$ cat src/rtl/evm_pkg.sv
// evm_pkg: session state encoding and port-width helpers for the voting controller
package evm_pkg;
  typedef enum logic [1:0] {CLOSED, IDLE, VERIFY, VOTE} evm_state_e;
  function automatic int idw(input int n);
    return (n > 1) ? $clog2(n) : 1;
  endfunction
  function automatic int opw(input int n);
    return (n > 1) ? $clog2(n) : 1;
  endfunction
endpackage

$ cat src/rtl/evm_sat_counter.sv
// evm_sat_counter: clearable up-counter that holds at its maximum value
module evm_sat_counter #(
  parameter int CNT_W = 8
) (
  input  logic             clk,
  input  logic             reset,
  input  logic             clr,
  input  logic             inc,
  output logic [CNT_W-1:0] count
);
  logic [CNT_W-1:0] count_q, count_d;
  always_comb count_d = clr ? '0 : (inc && ~&count_q) ? count_q + CNT_W'(1) : count_q;
  always_ff @(posedge clk) count_q <= reset ? '0 : count_d;
  assign count = count_q;
endmodule

$ cat src/rtl/evm_tally_ctrl.sv
// evm_tally_ctrl: election session FSM with duplicate-vote protection, vote timeout and per-candidate tallies
module evm_tally_ctrl
  import evm_pkg::*;
#(
  parameter int NUM_VOTERS   = 8,
  parameter int NUM_CANDS    = 4,
  parameter int CNT_W        = 8,
  parameter int VOTE_TIMEOUT = 16,
  localparam int IDW = idw(NUM_VOTERS),
  localparam int OPW = opw(NUM_CANDS)
) (
  input  logic             clk,
  input  logic             reset,
  input  logic             open_i,
  input  logic             close_i,
  input  logic             id_valid,
  input  logic [IDW-1:0]   id,
  input  logic             vote_valid,
  input  logic [OPW-1:0]   option,
  output logic             verified,
  output logic             not_verified,
  output logic             vote_lock,
  output logic             vote_reject,
  output logic             timeout,
  output logic             busy,
  output logic             election_open,
  input  logic [OPW-1:0]   rd_sel,
  output logic [CNT_W-1:0] rd_count,
  output logic [CNT_W-1:0] total_votes
);
  localparam int TW = idw(VOTE_TIMEOUT);
  localparam int NID = 2 ** IDW;
  localparam int NOP = 2 ** OPW;
  localparam logic [IDW:0] NV = (IDW + 1)'(NUM_VOTERS);
  localparam logic [OPW:0] NC = (OPW + 1)'(NUM_CANDS);
  localparam logic [TW-1:0] TMAX = TW'(VOTE_TIMEOUT - 1);

  evm_state_e state_q, state_d;
  logic [IDW-1:0] id_q, id_d;
  logic [TW-1:0] timer_q, timer_d;
  logic [NID-1:0] voted_q, voted_d;
  // {verified, not_verified, vote_lock, vote_reject, timeout}
  logic [4:0] pulse_q, pulse_d;
  logic commit, clr, id_ok, opt_ok;
  logic [CNT_W-1:0] tally [NOP];

  always_comb begin
    state_d = state_q;
    id_d = id_q;
    timer_d = '0;
    voted_d = voted_q;
    pulse_d = '0;
    commit = 1'b0;
    clr = 1'b0;
    id_ok = ({1'b0, id_q} < NV) && !voted_q[id_q];
    opt_ok = {1'b0, option} < NC;
    case (state_q)
      CLOSED: if (open_i) begin
        state_d = IDLE;
        voted_d = '0;
        clr = 1'b1;
      end
      IDLE: if (id_valid) begin
        state_d = VERIFY;
        id_d = id;
      end
      VERIFY: begin
        state_d = id_ok ? VOTE : IDLE;
        pulse_d[4:3] = {id_ok, !id_ok};
      end
      VOTE: if (vote_valid && opt_ok) begin
        commit = 1'b1;
        voted_d[id_q] = 1'b1;
        pulse_d[2] = 1'b1;
        state_d = IDLE;
      end else begin
        pulse_d[1] = vote_valid;
        pulse_d[0] = timer_q == TMAX;
        state_d = (timer_q == TMAX) ? IDLE : VOTE;
        timer_d = (timer_q == TMAX) ? '0 : timer_q + TW'(1);
      end
    endcase
    // closing drops any in-flight session but keeps tallies for readout
    if (close_i) begin
      state_d = CLOSED;
      voted_d = voted_q;
      pulse_d = '0;
      commit = 1'b0;
      clr = 1'b0;
    end
  end

  always_ff @(posedge clk) begin
    if (reset) begin
      state_q <= CLOSED;
      id_q <= '0;
      timer_q <= '0;
      voted_q <= '0;
      pulse_q <= '0;
    end else begin
      state_q <= state_d;
      id_q <= id_d;
      timer_q <= timer_d;
      voted_q <= voted_d;
      pulse_q <= pulse_d;
    end
  end

  for (genvar c = 0; c < NOP; c++) begin : g_tally
    if (c < NUM_CANDS) begin : g_cnt
      evm_sat_counter #(.CNT_W(CNT_W)) u_cnt (
        .clk(clk), .reset(reset), .clr(clr), .inc(commit && option == OPW'(c)), .count(tally[c])
      );
    end else begin : g_pad
      assign tally[c] = '0;
    end
  end

  evm_sat_counter #(.CNT_W(CNT_W)) u_total (
    .clk(clk), .reset(reset), .clr(clr), .inc(commit), .count(total_votes)
  );

  assign {verified, not_verified, vote_lock, vote_reject, timeout} = pulse_q;
  assign busy = state_q == VERIFY || state_q == VOTE;
  assign election_open = state_q != CLOSED;
  assign rd_count = tally[rd_sel];
endmodule

$ cat config.mk
export PLATFORM = sky130hd
export DESIGN_NAME = evm_tally_ctrl
export DESIGN_NICKNAME = d
export VERILOG_FILES = /design/src/rtl/evm_pkg.sv /design/src/rtl/evm_sat_counter.sv /design/src/rtl/evm_tally_ctrl.sv
export SDC_FILE = /design/constraint.sdc
export NUM_CORES = 1
export LEC_CHECK = 0
export BUFFER_PORTS_ARGS = -buffer_cell sky130_fd_sc_hd__buf_2
export CAP_MARGIN = 20
export CORE_ASPECT_RATIO = 0.5
export CORE_UTILIZATION = 55
export DETAILED_ROUTE_END_ITERATION = 10
export PLACE_DENSITY = 0.73
export SLEW_MARGIN = 20
export SYNTH_ARGS = -nofsm -noshare
export SYNTH_HDL_FRONTEND = slang
export SYNTH_SLANG_ARGS = --single-unit
$ cat constraint.sdc
create_clock -name clk -period 4.08 [get_ports clk]
set_clock_uncertainty 0.2 [all_clocks]
set_input_delay 0.816 -clock clk [delete_from_list [all_inputs] [get_ports clk]]
set_output_delay 0.816 -clock clk [all_outputs]
set_load 0.005 [all_outputs]
# Word level (Yosys, flattened, before mapping)
# Index checks and enable logic that the tools add are counted.
# totals
ff_bits,62
latch_bits,0
mem_bits_rw,0
rom_bits,0
in_bits,13
output_inout_bits,23
wordCells,93
n_memories,0
# classes
n_addsub,6
n_mul,0
div,0
order_cmp,3
n_eq_ne,10
shift,0
muxes,22
bitwise,5
n_reduce_logical,35
# op_table
op,count
$add 8x1->8 const B,5
$reduce_and 8->1,5
$mux 8,4
$bmux 8 s2,1
$pmux 8 s2,1
$logic_and 1x1->1,10
$mux 2,5
$eq 2x2->1 const B,4
$mux 1,8
$or 8x8->8,1
$pmux 2 s4,1
$reduce_or 4->1,2
$logic_not 1->1,6
$ne 2x2->1 const B,3
$reduce_or 3->1,2
$add 4x1->4 const B,1
$eq 2x1->1 const B,2
$eq 4x4->1 const B,1
$logic_not 2->1,2
$lt 3x4->1 const B,1
$reduce_and 2->1,2
$reduce_and 4->1,1
$reduce_bool 2->1,2
$reduce_or 2->1,2
7 further kinds,9

# Longest topological paths before layout
# Gate-level depths: netlist of the first run.
# logic_depth
ltp_word,7
ltp_mapped,7

# Cells and area by module
# A second synthesis of the first run with hierarchy kept.
# unflattened
cells_unflattened,344
hier_area_um2,3319.4
# by_module_without_submodules
mod,instances,cells_per_inst,area_per_inst_um2,seq_area_each_um2
evm_sat_counter,5,44,420.4,160.2
evm_tally_ctrl,1,124,1217.4,420.4

# Worst setup path after synthesis of the first run
# Ideal clock, no wire load.
# synth_path
path_type,input port to output port
startpoint,input rd_sel[0]
endpoint,output rd_count[0]
t_arrival_ns,1.803
setup_slack_ns,1.261
cell_stages,2
cell_sequence,clkbuf_1 mux4_2
# synth_between
elab_chain_cells,4
# synth_lines
item,line,source
"start, declared",evm_tally_ctrl.sv:27,"input logic [OPW-1:0] rd_sel,"
$not 2->3 (not written as such),evm_tally_ctrl.sv:126,assign rd_count = tally[rd_sel];
$bmux 8 s2,evm_tally_ctrl.sv:126,
$mux 8 (not written as such) (2 in series),evm_tally_ctrl.sv:126,
"end, declared",evm_tally_ctrl.sv:28,"output logic [CNT_W-1:0] rd_count,"
# Every way passes these cells. The select of a mux whose other input is x is not followed.

# Worst setup path in the final report of the first run
# layout_path
startpoint,input rd_sel[0]
endpoint,output rd_count[2]
# The elaborated chain is that of the path after synthesis.

==> results.toml, run 1 <==
[critical_path]
arrival_ns = 1.74
criticalPathCategory = "in -> out"
rr_startpoint = "state_q[1]$_SDFFE_PP0P_"
end_kind = "output port"
cp_max_fo = 8
required_ns = 3.06
crit_start = "rd_sel[0]"
start_kind = "input pin"

[floorplan]
die_height_um = 54.7
ios = 36
die-area_um2 = 5880
core_um2 = 5130
floorplan.initialDensity_pct = 59.6
dieWidth_um = 107
std_cell_rows = 18

[cts]
cts_root_buf = "clkbuf_8"
cts_sinks = 61
htree_levels = 3
cts_buffers = 9
post_cts_buffers = 0
hold_buffers = 0
clk_pin_slew_worst_paths_ns = 0.07
clockBufferDepth = 2
tritoncts = "built"
cts_resized = 0
clk_latency_ns = 0.35

[yosys]
synth_area_leader_cell = "dfxtp_1"
synth.ff_latch_count = 61
async_reset_ff_share_pct = 0
syn_area_um2 = 3060
ys_seq_area_share_pct = 39.9
synthTopCellsByArea = "dfxtp_1, mux4_2, a21oi_1, ha_1, nor2_1"
syn_nets = 356
ys_warn_count = 0
synth.avg_cell_area_um2 = 9.18
synth_edf_count = 0
yosys.area.top_type_share_pct = 39.9
synth_ff_type = "dfxtp_1"
yosysUniqueCellTypes = 49
netlist_instances = 333

[power_and_ir_drop]
ir_drop_uv = 339
power_mw = 1.31
p_leak_nw = 1.32
powerDensity_nw_per_um2 = 374

[timing]
finalSetupViolCount = 0
worst_slew_pin_slew_ns = 1.01
fin_setup_tns_ns = 0
slew_headroom_pct = 32.7
whs_ns = 0.254
timing.final.ws_setup_ns = 1.33
drv_slew = 0
rsz0062_at_grt = "false"
fin_crit_sh_pct = 67.4
hold_viol_final = 0
layout_min_cycle_time_ns = 2.75
max_freq_ghz = 0.363

[routing]
drt-pass1-iter-count = 4
finalWirelength_um = 6850
dr_total_vias = 2686
avgRoutedWirePerCell_um = 15.5
drt-initial-drc-count = 163
drc_errors = 0
viasPerCell = 6.08
postRouteAntennaNets = 0

[cells_and_area]
num_antenna_cells = 0
seq_area_um2 = 1220
fill_cells = 423
nNetsFinal = 390
final_common_cell = "dfxtp_1"
drive_gt1_share_pct = 17.2
area_growth_pct = 14.7
final_cell_mix = "dfxtp_1, buf_2, nor2_1, a21oi_1, nand3_1"
multi_input_area_um2 = 1730

[global_routing]
grtUsageTotal_pct = 26.0
antenna_found_initial = 0
grt_pass1_wl_um = 11100
grt_max_degree = 29
gr-total-overflow = 0
grt_pass1_vias = 2249

[min_path]
hp-class = "reg -> reg"
min-delay-start = "timer_q[0]$_SDFF_PP0_"

[placement]
port_buffers = 34
place_hpwl_um = 4910
place_ws_ns = 1.32
gp_congestion = 0.889

[outcome]
outcome = "completed"

[flow_run]
drv_cap = 0
## synth_stat cells (all sizes together), types with 2 or more instances
cell	n
dfxtp	61
nor2	33
a21oi	26
nand3	21
nand2	20
inv	13
o21ai	11
ha	10
mux2i	10
or4	10
mux4	9
nand4	9
o31ai	8
or3	8
xor2	8
buf	7
o211ai	7
clkbuf	5
nor2b	5
a211oi	4
and3	4
and4	4
nor3	4
xnor2	4
a21boi	3
and3b	3
nand2b	3
or2	3
a2111oi	2
a31oi	2
and4bb	2
o2111ai	2
o21a	2
## sequential cells by signal, summed over array words and instances (netlist names)
signal                     cells
g_tally.g_cnt.u_cnt.count     32
u_total.count                  8
voted_q                        8
pulse_q                        4
timer_q                        4
id_q                           3
state_q                        2
## layout make-up
class | instances | share of cell area [%]
Inverter | 13 | 1.39
Clock inverter | 4 | 2.71
Multi-Input combinational cell | 247 | 49.4
Timing Repair Buffer | 35 | 5.06
Clock buffer | 12 | 4.14
Sequential cell | 61 | 34.8
Tap cell | 70 | 2.50
## per-stage QoR
step	instances	util, %	area [µm²]
2_1_floorplan	333	-	3060
4_1_cts	442	68.3	3510
5_1_grt	442	68.3	3510
3_3_place_gp	426	63.6	3270
6_report	442	68.3	3510
3_5_place_dp	426	63.6	3270
## logic make-up (layout without fill, tap and decap cells)
kind of cell	Yosys count	after routing	share of synthesized area, %
adders and majority gates	10	10	4.09
xor gates and xnor gates	12	12	3.44
DFF	61	61	39.9
muxes	19	19	9.90
and+or+nand+nor	134	134	23.9
AOI/OAI and AO/OA	71	71	15.3
other	1	1	0.123
buffers and inverters	25	64	3.40
## worst paths after layout
| kind | endpoint | slack, ns | cells after the start |
|---|---|---|---|
| max | rd_count[2] | 1.33 | 3 |
| min reg2reg | timer_q[0]$_SDFF_PP0_ | 0.25 | 1 |
| max reg2reg | u_total.count[4]$_SDFFE_PP0P_ | 1.57 | 6 |
| min | timer_q[0]$_SDFF_PP0_ | 0.25 | 1 |
## critical path, stage by stage
cell	delay, ns
buf_2	0.23
mux4_2	0.54
buf_2	0.14
## per-layer routing
metal	track usage (%)	up-vias	wire [µm]	part of all wire, %
li1	-	1318	-	-
met1	35.4	1277	3230	47
met2	39.4	81	2990	44
met3	6.43	10	546	8.0
met4	12.8	0	89	1.3
met5	0	-	0	0
## report_power, final
part	switching [mW]	internal (mW)	total, mW
sequential	0.00321	0.598	0.601
clock	0.235	0.422	0.657
combinational	0.0337	0.0194	0.0531
Power figures use the tool's default switching activity.
==> inputs of run 2 (changes only) <==
--- a/config.mk
+++ b/config.mk
@@ -5,6 +5,7 @@
 export SDC_FILE = /design/constraint.sdc
 export NUM_CORES = 1
 export LEC_CHECK = 0
+export ABC_AREA = 1
 export BUFFER_PORTS_ARGS = -buffer_cell sky130_fd_sc_hd__buf_2
 export CAP_MARGIN = 20
 export CORE_ASPECT_RATIO = 0.5
==> constraint.sdc (replaced) <==
create_clock -name clk -period 2.7 [get_ports clk]
set_clock_uncertainty 0.2 [all_clocks]
set_input_delay 0.54 -clock clk [delete_from_list [all_inputs] [get_ports clk]]
set_output_delay 0.54 -clock clk [all_outputs]
set_load 0.005 [all_outputs]
==> run 2 against run 1 <==
Wire length is 0.70% higher. Critical endpoint is now rd_count[3]. Combinational power is 120% higher. Critical path depth is 3 higher. Largest cell class unchanged. Via count is 12% higher.
==> results.toml, run 2 <==
[timing]
max_freq_ghz = 0.461
fin_crit_sh_pct = 80.3
hold_viol_final = 0
fin_setup_tns_ns = 0
worst_slew_pin_slew_ns = 0.551
whs_ns = 0.245
layout_min_cycle_time_ns = 2.17
slew_headroom_pct = 63.3
finalSetupViolCount = 0
drv_slew = 0
rsz0062_at_grt = "false"

[global_routing]
grt_pass1_wl_um = 11700
antenna_found_initial = 0
grt_pass1_vias = 2642
grt_max_degree = 24
grtUsageTotal_pct = 24.9
gr-total-overflow = 0

[floorplan]
core_um2 = 5520
floorplan.initialDensity_pct = 57.5
std_cell_rows = 19
ios = 36
die_height_um = 55.7
die-area_um2 = 6090
dieWidth_um = 109

[critical_path]
cp_slowest_cell = "inv_1"
cp_max_fo = 18
criticalPathCategory = "in -> out"
start_kind = "input pin"
reg2reg_depth = 7
critPathMaxStageDelay_ns = 0.33
path_cells = "buf_2 -> inv_1 -> o21ai_0 -> a21oi_1 -> a21oi_1 -> buf_2"
ff2ff_setup_slack_ns = 0.79
arrival_ns = 1.43
required_ns = 1.96
end_kind = "output port"

[power_and_ir_drop]
comb_power_share_pct = 5.7
powerDensity_nw_per_um2 = 566
p_clk_share_pct = 50.6
p_leak_nw = 1.58
seqPwrFrac_pct = 43.7
power_switching_mw = 0.452
ir_drop_uv = 422
p_int_mw = 1.64
switching_share_pct = 21.6

[yosys]
synth-adder-area-share_pct = 3.94
synth_edf_count = 0
netlist_instances = 468
synth_top_family_by_area = "simple AND/OR/NAND/NOR gates"
synth-simple-area-share_pct = 34.1
syn_nets = 491
syn_area_um2 = 3170
yosysUniqueCellTypes = 30
synth_area_leader_cell = "dfxtp_1"
synth_ff_type = "dfxtp_1"
synthTopCellsByArea = "dfxtp_1, nand2_1, nor2_1, a21oi_1, nand3_1"
ys_seq_area_share_pct = 38.5
yosys.area.top_type_share_pct = 38.5
ys_warn_count = 0
synth_mux_area_share_pct = 0
synth_compound_area_share_pct = 13.8
post-synth-top-count-cell = "nand2_1"
synth_xor_area_share_pct = 3.04
synth.avg_cell_area_um2 = 6.78
synthTopCellsByCount = "nand2_1, nor2_1, dfxtp_1"
async_reset_ff_share_pct = 0
synth.ff_latch_count = 61

[cts]
cts_sinks = 61
clockBufferDepth = 2
cts_resized = 0
cts_buffers = 9
cts_root_buf = "clkbuf_16"
clk_pin_slew_worst_paths_ns = 0.05
clk_latency_ns = 0.32
hold_buffers = 0
htree_levels = 3
tritoncts = "built"
post_cts_buffers = 0

[cells_and_area]
area_growth_pct = 16.4
finish.utilization_pct = 66.9
final_common_cell = "nand2_1"
drive_gt1_share_pct = 13.9
largest_reg_flops = 32
nNetsFinal = 531
final_cell_mix = "nand2_1, nor2_1, dfxtp_1, inv_1, buf_2"
num_antenna_cells = 0

[placement]
place_hpwl_um = 4850
port_buffers = 34
gp_congestion = 0.811

[routing]
viasPerCell = 5.15
avgRoutedWirePerCell_um = 11.8
dr_total_vias = 3015
drc_errors = 0
drt-pass1-iter-count = 4
drt-initial-drc-count = 255
finalWirelength_um = 6900
postRouteAntennaNets = 0

[outcome]
outcome = "completed"

[min_path]
hp-class = "reg -> reg"
worstHoldPathCells = 1

[flow_run]
drv_cap = 0
run 2: cell types whose count changed in the layout (fill, tap and decap cells not counted), moves of 11 or more:
cell | before | now
inv_1 | 13 | 38
nor2_1 | 33 | 89
nand3_1 | 21 | 33
o21ai_0 | 11 | 31
nor3_1 | 4 | 15
nand2_1 | 20 | 99
run 2: worst max-delay path, delay by kind of cell:
family | cells | cell delay, ns
buf+inv | 3 | 0.56
compound gates | 3 | 0.32
run 2: power by group through the flow:
stage                     combinational (mW)  clock, mW  sequential (mW)
after global placement                 0.116          0            0.931
final                                  0.118       1.06            0.913
after CTS                              0.118       1.08            0.913
after detailed placement               0.117          0            0.931
after global routing                   0.134       1.12            0.912
after floorplan                       0.0801          0            0.928
run 2: worst paths after layout:
check | from | endpoint
setup / recovery | rd_sel[0] | rd_count[3]
hold / removal | timer_q[0]$_SDFF_PP0_ | timer_q[0]$_SDFF_PP0_
setup reg to reg | state_q[0]$_SDFFE_PP0P_ | voted_q[7]$_SDFFE_PP0P_
hold reg to reg | timer_q[0]$_SDFF_PP0_ | timer_q[0]$_SDFF_PP0_
run 2: kinds of logic (layout without fill, tap and decap cells):
kind of cell | after synthesis | in the layout
XOR/XNOR | 11 | 11
flip-flops | 61 | 61
buffers and inverters | 52 | 96
other | 1 | 1
AND/OR/NAND/NOR | 253 | 253
AO/OA/AOI/OAI | 80 | 80
adder cells (fa/ha/maj) | 10 | 10
run 2: final cells by class:
type	count	area, µm²
Sequential cell	61	1220
Inverter	45	170
Timing Repair Buffer	36	185
Clock buffer	14	274
Clock inverter	1	5.00
Tap cell	73	91.3
Multi-Input combinational cell	355	1750
Fill cell	520	1820
run 2: routing by layer:
layer  vias to the layer above  routed length (µm)  global-route usage [%]
met2                        68                3050                    38.6
met3                         5                 393                    8.43
li1                       1599                   -                       -
met1                      1343                3410                    32.6
met5                         -                   0                       0
met4                         0                  48                    8.00
run 2: through the flow:
stage / cells / total power, mW / cell area, µm² / setup slack (ns)
2_1_floorplan: 468 / 1.01 / 3170 / 0.776
3_3_place_gp: 570 / 1.05 / 3410 / 0.566
3_5_place_dp: 570 / 1.05 / 3410 / 0.543
4_1_cts: 585 / 2.11 / 3690 / 0.529
5_1_grt: 585 / 2.17 / 3690 / 0.428
6_report: 585 / 2.09 / 3690 / 0.531
==> inputs of run 3 (changes only) <==
--- a/config.mk
+++ b/config.mk
@@ -5,7 +5,7 @@
 export SDC_FILE = /design/constraint.sdc
 export NUM_CORES = 1
 export LEC_CHECK = 0
-export ABC_AREA = 1
+export ABC_AREA = 0
 export BUFFER_PORTS_ARGS = -buffer_cell sky130_fd_sc_hd__buf_2
 export CAP_MARGIN = 20
 export CORE_ASPECT_RATIO = 0.5
==> constraint.sdc (replaced) <==
create_clock -name clk -period 2.25 [get_ports clk]
set_clock_uncertainty 0.2 [all_clocks]
set_input_delay 0.45 -clock clk [delete_from_list [all_inputs] [get_ports clk]]
set_output_delay 0.45 -clock clk [all_outputs]
set_load 0.005 [all_outputs]
==> run 3 against run 2 <==
Global-route usage increased by 1.3 points. Hold slack lost 0.089 ns. Die area down 3.5%. First-iteration DRC count is 55% lower. Combinational power is 10% lower. Worst setup slack got worse by 0.42 ns. Largest cell class unchanged. Utilization is 2.4 points higher. Highest routed layer unchanged. Critical path type is now reg -> out.
==> results.toml, run 3 (same netlist as run 1, synthesis figures left out) <==
[global_routing]
grt_max_degree = 24
grtUsageTotal_pct = 26.2
gr-total-overflow = 0
grt_pass1_vias = 2393
grt_pass1_wl_um = 11400
antenna_found_initial = 0

[timing]
fin_crit_sh_pct = 95.1
layout_min_cycle_time_ns = 2.14
hold_viol_final = 0
slew_headroom_pct = 63.9
fin_setup_tns_ns = 0
rsz0062_at_grt = "false"
finalSetupViolCount = 0
worst_slew_pin_slew_ns = 0.540
whs_ns = 0.156
drv_slew = 0
max_freq_ghz = 0.467

[cells_and_area]
fill_cells = 435
seq_area_um2 = 1220
final_common_cell = "dfxtp_1"
nNetsFinal = 401
area_growth_pct = 16.5
final_cell_mix = "dfxtp_1, buf_2, nor2_1, a21oi_1, nand3_1"
largest_reg_flops = 32
drive_gt1_share_pct = 19.9
num_antenna_cells = 0
multi_input_area_um2 = 1750

[critical_path]
end_kind = "output port"
ff2ff_setup_slack_ns = 0.15
arrival_ns = 1.49
criticalPathCategory = "reg -> out"
required_ns = 1.60
start_kind = "register"
cp_max_fo = 5

[routing]
drt-pass1-iter-count = 4
postRouteAntennaNets = 0
avgRoutedWirePerCell_um = 15.2
viasPerCell = 6.03
finalWirelength_um = 6880
dr_total_vias = 2727
drt-initial-drc-count = 116
drc_errors = 0

[cts]
cts_buffers = 9
cts_sinks = 61
clockBufferDepth = 2
tritoncts = "built"
clk_pin_slew_worst_paths_ns = 0.06
clk_latency_ns = 0.35
cts_root_buf = "clkbuf_8"
htree_levels = 3
post_cts_buffers = 0

[power_and_ir_drop]
p_leak_nw = 1.35
ir_drop_uv = 519
powerDensity_nw_per_um2 = 601

[placement]
place_hpwl_um = 5080
gp_congestion = 0.892
port_buffers = 34

[floorplan]
dieWidth_um = 107
std_cell_rows = 18
floorplan.initialDensity_pct = 59.6
die-area_um2 = 5880
core_um2 = 5130
ios = 36
die_height_um = 54.7

[outcome]
outcome = "completed"

[min_path]
hp-class = "in -> reg"

[flow_run]
drv_cap = 0
## run 3: final timing paths
path,from,end,cells past startpoint
worst max register to register,state_q[0]$_SDFFE_PP0P_,g_tally[3].g_cnt.u_cnt.count[7]$_SDFFE_PP0P_,5
worst min-delay path,id[2],id_q[2]$_SDFFE_PP0P_,3
worst max-delay path,state_q[0]$_SDFFE_PP0P_,busy,4
worst min register to register,timer_q[0]$_SDFF_PP0_,timer_q[0]$_SDFF_PP0_,1
## run 3: power by group
part	internal [mW]	switching, mW
sequential	1.08	0.00558
clock	0.545	0.400
combinational	0.0420	0.0645
## run 3: area by class of cell
cell class / count / share of cell area (%)
Clock buffer: 15 / 5.51
Inverter: 13 / 1.37
Multi-Input combinational cell: 247 / 49.1
Sequential cell: 61 / 34.3
Tap cell: 70 / 2.46
Timing Repair Buffer: 46 / 7.31
## run 3: per-layer routing
layer  wire, µm  up-vias  share of wire (%)  track usage, %
met5          0        -                  0               0
met4         84        0                1.2            8.68
met3        574        9                8.3            10.4
met2       3040       90                 44            42.6
met1       3180     1294                 46            32.5
li1           -     1334                  -               -
## run 3: through the flow
stage	area, µm²	util, %	cells	worst slack, ns	total power [mW]
2_1_floorplan	3060	-	333	0.163	1.18
3_3_place_gp	3350	65.3	437	0.205	1.22
3_5_place_dp	3350	65.3	437	0.142	1.22
4_1_cts	3550	69.1	452	0.0332	2.17
5_1_grt	3560	69.4	452	0.0145	2.22
6_report	3560	69.4	452	0.111	2.14
## run 3: what timing repair did
action | CTS | global route
setup endpoints to repair | 0 | 4
resized for setup | 0 | 2
hold buffers | 0 | 0
endpoints found under the hold margin | 0 | 0
## run 3: critical path, stage by stage, from the launching register on
cell and delay, ns:
dfxtp_1 0.35, ha_2 0.23, buf_4 0.16, or2_2 0.29
buf_2 0.13
